File: src/rtl/pcim_rd_arbiter.sv
// Round-robin arbiter sharing the PCIM AXI4 read master (AR/R) among NUM_REQ requesters.
// Bursts are tagged with the requester index on arid; R beats are routed back by rid.
module pcim_rd_arbiter #(
   parameter int NUM_REQ = 4,
   parameter int ADDR_W  = 64,
   parameter int DATA_W  = 512,
   parameter int ID_W    = 16,
   parameter int MAX_OUT = 8
) (
   input  logic                      clk_main_a0,
   input  logic                      rst_main_n,
   input  logic [NUM_REQ-1:0]        req_arvalid,
   input  logic [NUM_REQ*ADDR_W-1:0] req_araddr,
   input  logic [NUM_REQ*8-1:0]      req_arlen,
   output logic [NUM_REQ-1:0]        req_arready,
   output logic [NUM_REQ-1:0]        rsp_rvalid,
   output logic [DATA_W-1:0]         rsp_rdata,
   output logic [1:0]                rsp_rresp,
   output logic                      rsp_rlast,
   input  logic [NUM_REQ-1:0]        rsp_rready,
   output logic                      pcim_arvalid,
   output logic [ADDR_W-1:0]         pcim_araddr,
   output logic [ID_W-1:0]           pcim_arid,
   output logic [7:0]                pcim_arlen,
   output logic [2:0]                pcim_arsize,
   input  logic                      pcim_arready,
   input  logic                      pcim_rvalid,
   input  logic [DATA_W-1:0]         pcim_rdata,
   input  logic [ID_W-1:0]           pcim_rid,
   input  logic [1:0]                pcim_rresp,
   input  logic                      pcim_rlast,
   output logic                      pcim_rready,
   output logic [NUM_REQ*8-1:0]      out_cnt,
   output logic                      err_bad_rid
);

   // Handshake rule: a transfer happens on a rising edge where valid and ready are both 1;
   // valid never depends on ready, and AR payload is held stable while pcim_arvalid is 1.

   localparam int IDX_W = $clog2(NUM_REQ);
   localparam logic [IDX_W:0]  NUM_REQ_W  = (IDX_W+1)'(NUM_REQ);
   localparam logic [ID_W-1:0] NUM_REQ_ID = ID_W'(NUM_REQ);

   typedef enum logic {IDLE, ISSUE} state_t;

   state_t               state_q, state_d;
   logic [IDX_W-1:0]     ptr_q;
   logic [IDX_W-1:0]     grant;
   logic                 grant_vld;
   logic                 grant_fire;
   logic [NUM_REQ-1:0]   eligible;
   logic [IDX_W:0]       sum_c;
   logic [ADDR_W-1:0]    sel_addr;
   logic [7:0]           sel_len;
   logic [7:0]           cnt_q [NUM_REQ];
   logic                 rid_ok;
   logic [IDX_W-1:0]     rid_idx;
   logic                 r_done;

   always_comb begin
      for (int i = 0; i < NUM_REQ; i++)
         eligible[i] = req_arvalid[i] && (cnt_q[i] < 8'(MAX_OUT));
   end

   // Search starts one past the last grant so the most recent winner has lowest priority.
   always_comb begin
      grant     = '0;
      grant_vld = 1'b0;
      sum_c     = '0;
      for (int k = 1; k <= NUM_REQ; k++) begin
         sum_c = {1'b0, ptr_q} + (IDX_W+1)'(k);
         if (sum_c >= NUM_REQ_W) sum_c = sum_c - NUM_REQ_W;
         if (!grant_vld && eligible[sum_c[IDX_W-1:0]]) begin
            grant     = sum_c[IDX_W-1:0];
            grant_vld = 1'b1;
         end
      end
   end

   always_comb begin
      sel_addr = '0;
      sel_len  = '0;
      for (int i = 0; i < NUM_REQ; i++) begin
         if (grant == IDX_W'(i)) begin
            sel_addr = req_araddr[i*ADDR_W +: ADDR_W];
            sel_len  = req_arlen[i*8 +: 8];
         end
      end
   end

   assign grant_fire = (state_q == IDLE) && grant_vld;

   always_ff @(posedge clk_main_a0 or negedge rst_main_n) begin
      if (!rst_main_n) state_q <= IDLE;
      else             state_q <= state_d;
   end

   always_comb begin
      state_d = state_q;
      case (state_q)
         IDLE:    if (grant_vld) state_d = ISSUE;
         ISSUE:   if (pcim_arready) state_d = IDLE;
         default: state_d = IDLE;
      endcase
   end

   always_comb begin
      req_arready = '0;
      if (state_q == IDLE && grant_vld && rst_main_n) req_arready[grant] = 1'b1;
   end

   always_ff @(posedge clk_main_a0 or negedge rst_main_n) begin
      if (!rst_main_n) begin
         pcim_arvalid <= 1'b0;
         pcim_araddr  <= '0;
         pcim_arid    <= '0;
         pcim_arlen   <= '0;
         ptr_q        <= IDX_W'(NUM_REQ - 1);
      end else if (grant_fire) begin
         pcim_arvalid <= 1'b1;
         pcim_araddr  <= sel_addr;
         pcim_arid    <= ID_W'(grant);
         pcim_arlen   <= sel_len;
         ptr_q        <= grant;
      end else if (state_q == ISSUE && pcim_arready) begin
         pcim_arvalid <= 1'b0;
      end
   end

   assign pcim_arsize = 3'd6;

   // Out-of-range rids are always accepted so a stray beat cannot wedge the R channel.
   assign rid_ok  = pcim_rid < NUM_REQ_ID;
   assign rid_idx = pcim_rid[IDX_W-1:0];

   always_comb begin
      rsp_rvalid  = '0;
      pcim_rready = 1'b1;
      for (int i = 0; i < NUM_REQ; i++) begin
         if (rid_ok && rid_idx == IDX_W'(i)) begin
            rsp_rvalid[i] = pcim_rvalid;
            pcim_rready   = rsp_rready[i];
         end
      end
   end

   assign rsp_rdata = pcim_rdata;
   assign rsp_rresp = pcim_rresp;
   assign rsp_rlast = pcim_rlast;
   assign r_done    = pcim_rvalid && pcim_rready && pcim_rlast && rid_ok;

   always_ff @(posedge clk_main_a0 or negedge rst_main_n) begin
      if (!rst_main_n) begin
         for (int i = 0; i < NUM_REQ; i++) cnt_q[i] <= '0;
      end else begin
         for (int i = 0; i < NUM_REQ; i++) begin
            if (grant_fire && grant == IDX_W'(i) && !(r_done && rid_idx == IDX_W'(i)))
               cnt_q[i] <= cnt_q[i] + 8'd1;
            else if (r_done && rid_idx == IDX_W'(i) && !(grant_fire && grant == IDX_W'(i))
                     && cnt_q[i] != 8'd0)
               cnt_q[i] <= cnt_q[i] - 8'd1;
         end
      end
   end

   always_comb begin
      for (int i = 0; i < NUM_REQ; i++) out_cnt[i*8 +: 8] = cnt_q[i];
   end

   always_ff @(posedge clk_main_a0 or negedge rst_main_n) begin
      if (!rst_main_n)                  err_bad_rid <= 1'b0;
      else if (pcim_rvalid && !rid_ok)  err_bad_rid <= 1'b1;
   end

endmodule

File: config.mk
export PLATFORM = sky130hd
export DESIGN_NAME = pcim_rd_arbiter
export DESIGN_NICKNAME = d
export VERILOG_FILES = /design/src/rtl/pcim_rd_arbiter.sv
export SDC_FILE = /design/constraint.sdc
export NUM_CORES = 1
export LEC_CHECK = 0
export ABC_AREA = 1
export CORE_AREA = 2 2 572 574
export DETAILED_ROUTE_END_ITERATION = 12
export DIE_AREA = 0 0 574 576
export PLACE_DENSITY = 0.3
export SYNTH_ARGS = -nofsm -noshare
export SYNTH_HDL_FRONTEND = slang
export SYNTH_SLANG_ARGS = --single-unit
File: constraint.sdc
create_clock -name clk_main_a0 -period 4.63 [get_ports clk_main_a0]
set_input_delay 1.1575 -clock clk_main_a0 [delete_from_list [all_inputs] [get_ports clk_main_a0]]
set_output_delay 1.1575 -clock clk_main_a0 [all_outputs]
set_load 0.1 [all_outputs]
==> impl.org <==
** Final layout
- Final design instance area without fill :: 18500 um2
- Final-stage net count :: 2478
- The finished layout holds 5991 standard cells, fillers aside.
- Share of the core filled with cells in the final layout :: 0.0567
- From synthesis to final layout, the design area changed by 57.8%.
- Of the cells placed in the final design, the portion with a size suffix greater than 1 is 0.129.

** Clock network
- Number of buffers added by the clock tree synthesis step :: 13
- After clock tree synthesis, the flow added hold-fix buffers numbering 0.
- After clock tree synthesis, the clock-pin slew on the worst setup and hold paths is 0.10 ns.
- TritonCTS built the clock tree.
- Worst-Skew Late Latency :: 0.59 ns
- Root buf cell :: sky130_fd_sc_hd__clkbuf_16
- TritonCTS sink count :: 111
- The longest clock path from root to sink contains 3 buffers.
- Max H-tree Level :: 3
- Number of buffers inserted by post-CTS setup repair :: 0
- Gates resized during post-CTS repair numbered 3.

** Timing
- For the pin with the worst max-slew slack, the measured transition is 1.09 ns.
- Setup violations remaining at the end of the flow were counted as 0.
- Setup repair after global routing left no endpoint under its margin.
- The max-slew violation count came to 0.
- Dividing the final minimum period by the clock period gives 0.967.
- Slew Limit Headroom :: 0.270
- Post-route setup TNS :: 0 ns
- Based on the critical path, the design can be clocked at up to 223 MHz.
- The number of hold violations in the final report was 0.
- The clock arrives with 0.0583 ns of skew.
- Final critical-path required period :: 4.48 ns

** Logic synthesis
- Number of flops mapped to enable cells by yosys :: 0
- Proportion of synthesized chip area in sequential cells :: 0.238
- For this run, the number of Yosys warnings is 0.
- Average cell area after synthesis :: 7.07 um2
- Synth Flop Type :: sky130_fd_sc_hd__dfrtp_1
- After synthesis the cells add up to 11700 um2.
- The synthesized netlist contains 44 unique library cells.
- Of all flip-flops after synthesis, the portion carrying an async set or reset was 1.00.
- In the synthesized netlist, the number of instances is 1655.
- The synthesized design contains 111 register bits.

** Placement
- Buffers placed on the I/O ports in this run total 434.
- Area post-placement :: 18000 um2
- Number of placed cells counting well taps :: 5950
- At the end of routability-driven placement, the weighted congestion stood at 0.819.
- After legalization and detailed placement, the total HPWL measured 191 mm.

** Worst setup path
- Count of cells along the worst register-to-register path :: 23
- Worst reg2reg startpoint :: out_cnt[21]
- CP endpoint kind :: output port
- Endpoint of the worst-slack reg-to-reg timing path :: out_cnt[23]
- CP Data Arrival Time :: 3.32 ns
- The critical path starts at pcim_rid[6].
- Minimum setup slack among reg-to-reg paths :: 0.69 ns
- CP required :: 3.47 ns
- Along the worst path, the maximum fanout reaches 7.
- Critical Path Source Type :: input pin
- By startpoint and endpoint, the worst setup path is classified as in2out.

** Pwr
- Static Leak :: 6.24 nW
- For this design the ratio of total power to cell area is 954 nW/um2.
- VDD sags by at most 1.19 mV.

** Detailed routing
- In this run the remaining antenna-violating nets after routing total 0.
- DRC violation total after the first TritonRoute iteration :: 691
- Number of detailed-routing iterations run before antenna repair :: 4
- Number of remaining DRC errors :: 0
- Using the TritonRoute via totals, the vias-per-cell ratio works out to 1.92.
- After detailed routing, the average wire length per cell comes to 34.7 um.
- After detailed routing, the total wire length is 208 mm.
- Via count :: 11500

** Floorplan
- The die covers 331000 um2.
- The floorplan step set the die height to 576 um.
- Number of placed I/O pins :: 1480
- Die outline width :: 574 um
- In this run the core area contains 210 standard-cell rows.
- In this run the standard cell core region covers 325000 um2.
- Effective utilization at floorplan :: 0.0360

** Status
- Status :: complete, no violations

** GRT
- Global routing finished with a remaining overflow of 0.
- The via count of the first global-routing pass was 11300.
- The initial antenna violation count was 97.
- In the global route stage, overall resource usage came out at 0.121.
- Entering global routing, the biggest net connects 78 pins.
- The first global-routing pass estimated 234 mm of wire.

** Worst hold path
- Hold/Removal Path Class :: in2async

** Run
- Max-cap check violation count :: 0
-- area by class of cell --
type / count / area (um2)
diodes: 25 / 62.6
well taps: 4346 / 5440
flip-flops and latches: 111 / 2780
multi-input cells: 921 / 4530
inverters: 55 / 216
repair buffers: 517 / 5060
fillers: 38700 / 307000
clock buffers: 13 / 325
clock inverters: 3 / 43.8
-- synth_stat cells, types with 7 or more instances --
| library cell | number | area share |
|---|---|---|
| sky130_fd_sc_hd__clkbuf_1 | 8 | 0.0026 |
| sky130_fd_sc_hd__o21ai_0 | 30 | 0.013 |
| sky130_fd_sc_hd__ha_1 | 24 | 0.026 |
| sky130_fd_sc_hd__buf_2 | 31 | 0.013 |
| sky130_fd_sc_hd__xor2_1 | 16 | 0.012 |
| sky130_fd_sc_hd__dfrtp_1 | 109 | 0.23 |
| sky130_fd_sc_hd__nand2_2 | 7 | 0.0037 |
| sky130_fd_sc_hd__buf_4 | 536 | 0.34 |
| sky130_fd_sc_hd__inv_2 | 7 | 0.0022 |
| sky130_fd_sc_hd__nand4_1 | 62 | 0.033 |
| sky130_fd_sc_hd__nor2_1 | 49 | 0.016 |
| sky130_fd_sc_hd__a21oi_1 | 22 | 0.0094 |
| sky130_fd_sc_hd__inv_1 | 46 | 0.015 |
| sky130_fd_sc_hd__nand2_1 | 531 | 0.17 |
| sky130_fd_sc_hd__nand3_1 | 80 | 0.034 |
| sky130_fd_sc_hd__o211ai_1 | 17 | 0.011 |
-- cell families (layout without fill, tap and decap cells) --
family | count (synthesis) | count (layout) | share of synthesized area
AND/OR/NAND/NOR | 757 | 757 | 0.279
buffers and inverters | 638 | 588 | 0.383
flip-flops | 111 | 111 | 0.238
AO/OA/AOI/OAI | 96 | 96 | 0.0495
adder cells (fa/ha/maj) | 28 | 28 | 0.0325
XOR/XNOR | 23 | 23 | 0.0179
other | 2 | 42 | 0.000642
-- critical path, cell delays in order --
cell and delay (ns):
sky130_fd_sc_hd__clkdlybuf4s50_1 0.49, sky130_fd_sc_hd__nor2_1 0.33, sky130_fd_sc_hd__nand2_1 0.10, sky130_fd_sc_hd__nor2_1 0.09
sky130_fd_sc_hd__nand2_1 0.10, sky130_fd_sc_hd__buf_12 0.14, sky130_fd_sc_hd__nor4_1 0.43, sky130_fd_sc_hd__buf_4 0.25
sky130_fd_sc_hd__buf_12 0.18
-- placed cells by master, fill, tap and decap left out, types with 10 or more instances in the layout --
cell | Yosys | layout
sky130_fd_sc_hd__nand2_1 | 531 | 529
sky130_fd_sc_hd__clkdlybuf4s50_1 | 0 | 374
sky130_fd_sc_hd__buf_4 | 536 | 116
sky130_fd_sc_hd__dfrtp_1 | 109 | 109
sky130_fd_sc_hd__nand3_1 | 80 | 80
sky130_fd_sc_hd__nand4_1 | 62 | 62
sky130_fd_sc_hd__inv_1 | 46 | 46
sky130_fd_sc_hd__nor2_1 | 49 | 42
sky130_fd_sc_hd__o21ai_0 | 30 | 30
sky130_fd_sc_hd__diode_2 | 0 | 25
sky130_fd_sc_hd__ha_1 | 24 | 24
sky130_fd_sc_hd__a21oi_1 | 22 | 22
sky130_fd_sc_hd__buf_12 | 0 | 20
sky130_fd_sc_hd__o211ai_1 | 17 | 17
sky130_fd_sc_hd__conb_1 | 2 | 17
sky130_fd_sc_hd__xor2_1 | 16 | 16
sky130_fd_sc_hd__clkbuf_16 | 0 | 13
sky130_fd_sc_hd__nor2_2 | 3 | 10
-- sequential cells by signal, indices dropped and copies added (netlist names) --
register      count
pcim_arlen        8
out_cnt          32
pcim_araddr      64
state_q           1
err_bad_rid       1
pcim_arid         2
pcim_arvalid      1
ptr_q             2
-- per-layer routing --
| metal | global-route usage | vias up | routed length, um |
|---|---|---|---|
| met5 | 0.00703 | - | 581 |
| met4 | 0.0301 | 52 | 6300 |
| met3 | 0.178 | 367 | 65900 |
| met2 | 0.199 | 1392 | 95100 |
| met1 | 0.0672 | 4984 | 39900 |
| li1 | - | 4681 | - |
-- stage by stage --
stage	total power, mW	setup slack [ns]	hold slack (ns)
6_report	17.6	0.153	0.420
5_1_grt	19.0	0.0162	0.364
4_1_cts	18.4	0.0318	0.343
3_5_place_dp	17.0	-0.249	0.464
3_3_place_gp	17.0	-0.353	0.462
2_1_floorplan	12.2	-1.02	0.565
-- power by group --
part	internal, mW	leakage [nW]	total, mW	switching [mW]
Combinational	3.78	4.69	14.4	10.7
Clock	0.569	0.183	1.24	0.670
Sequential	1.48	1.37	1.92	0.438
Total	5.83	6.24	17.6	11.8
-- how the worst max path moves through the flow --
stage                     endpoint  cells past startpoint  slack (ns)
floorplan            rsp_rvalid[0]                      4       -1.02
global placement       out_cnt[23]                     25       -0.35
detailed placement     out_cnt[23]                     25       -0.25
CTS                 req_arready[1]                     14        0.03
global route        req_arready[0]                     14        0.02
finish               rsp_rvalid[0]                      9        0.15
Note: power is estimated with default switching activity, not from simulation.
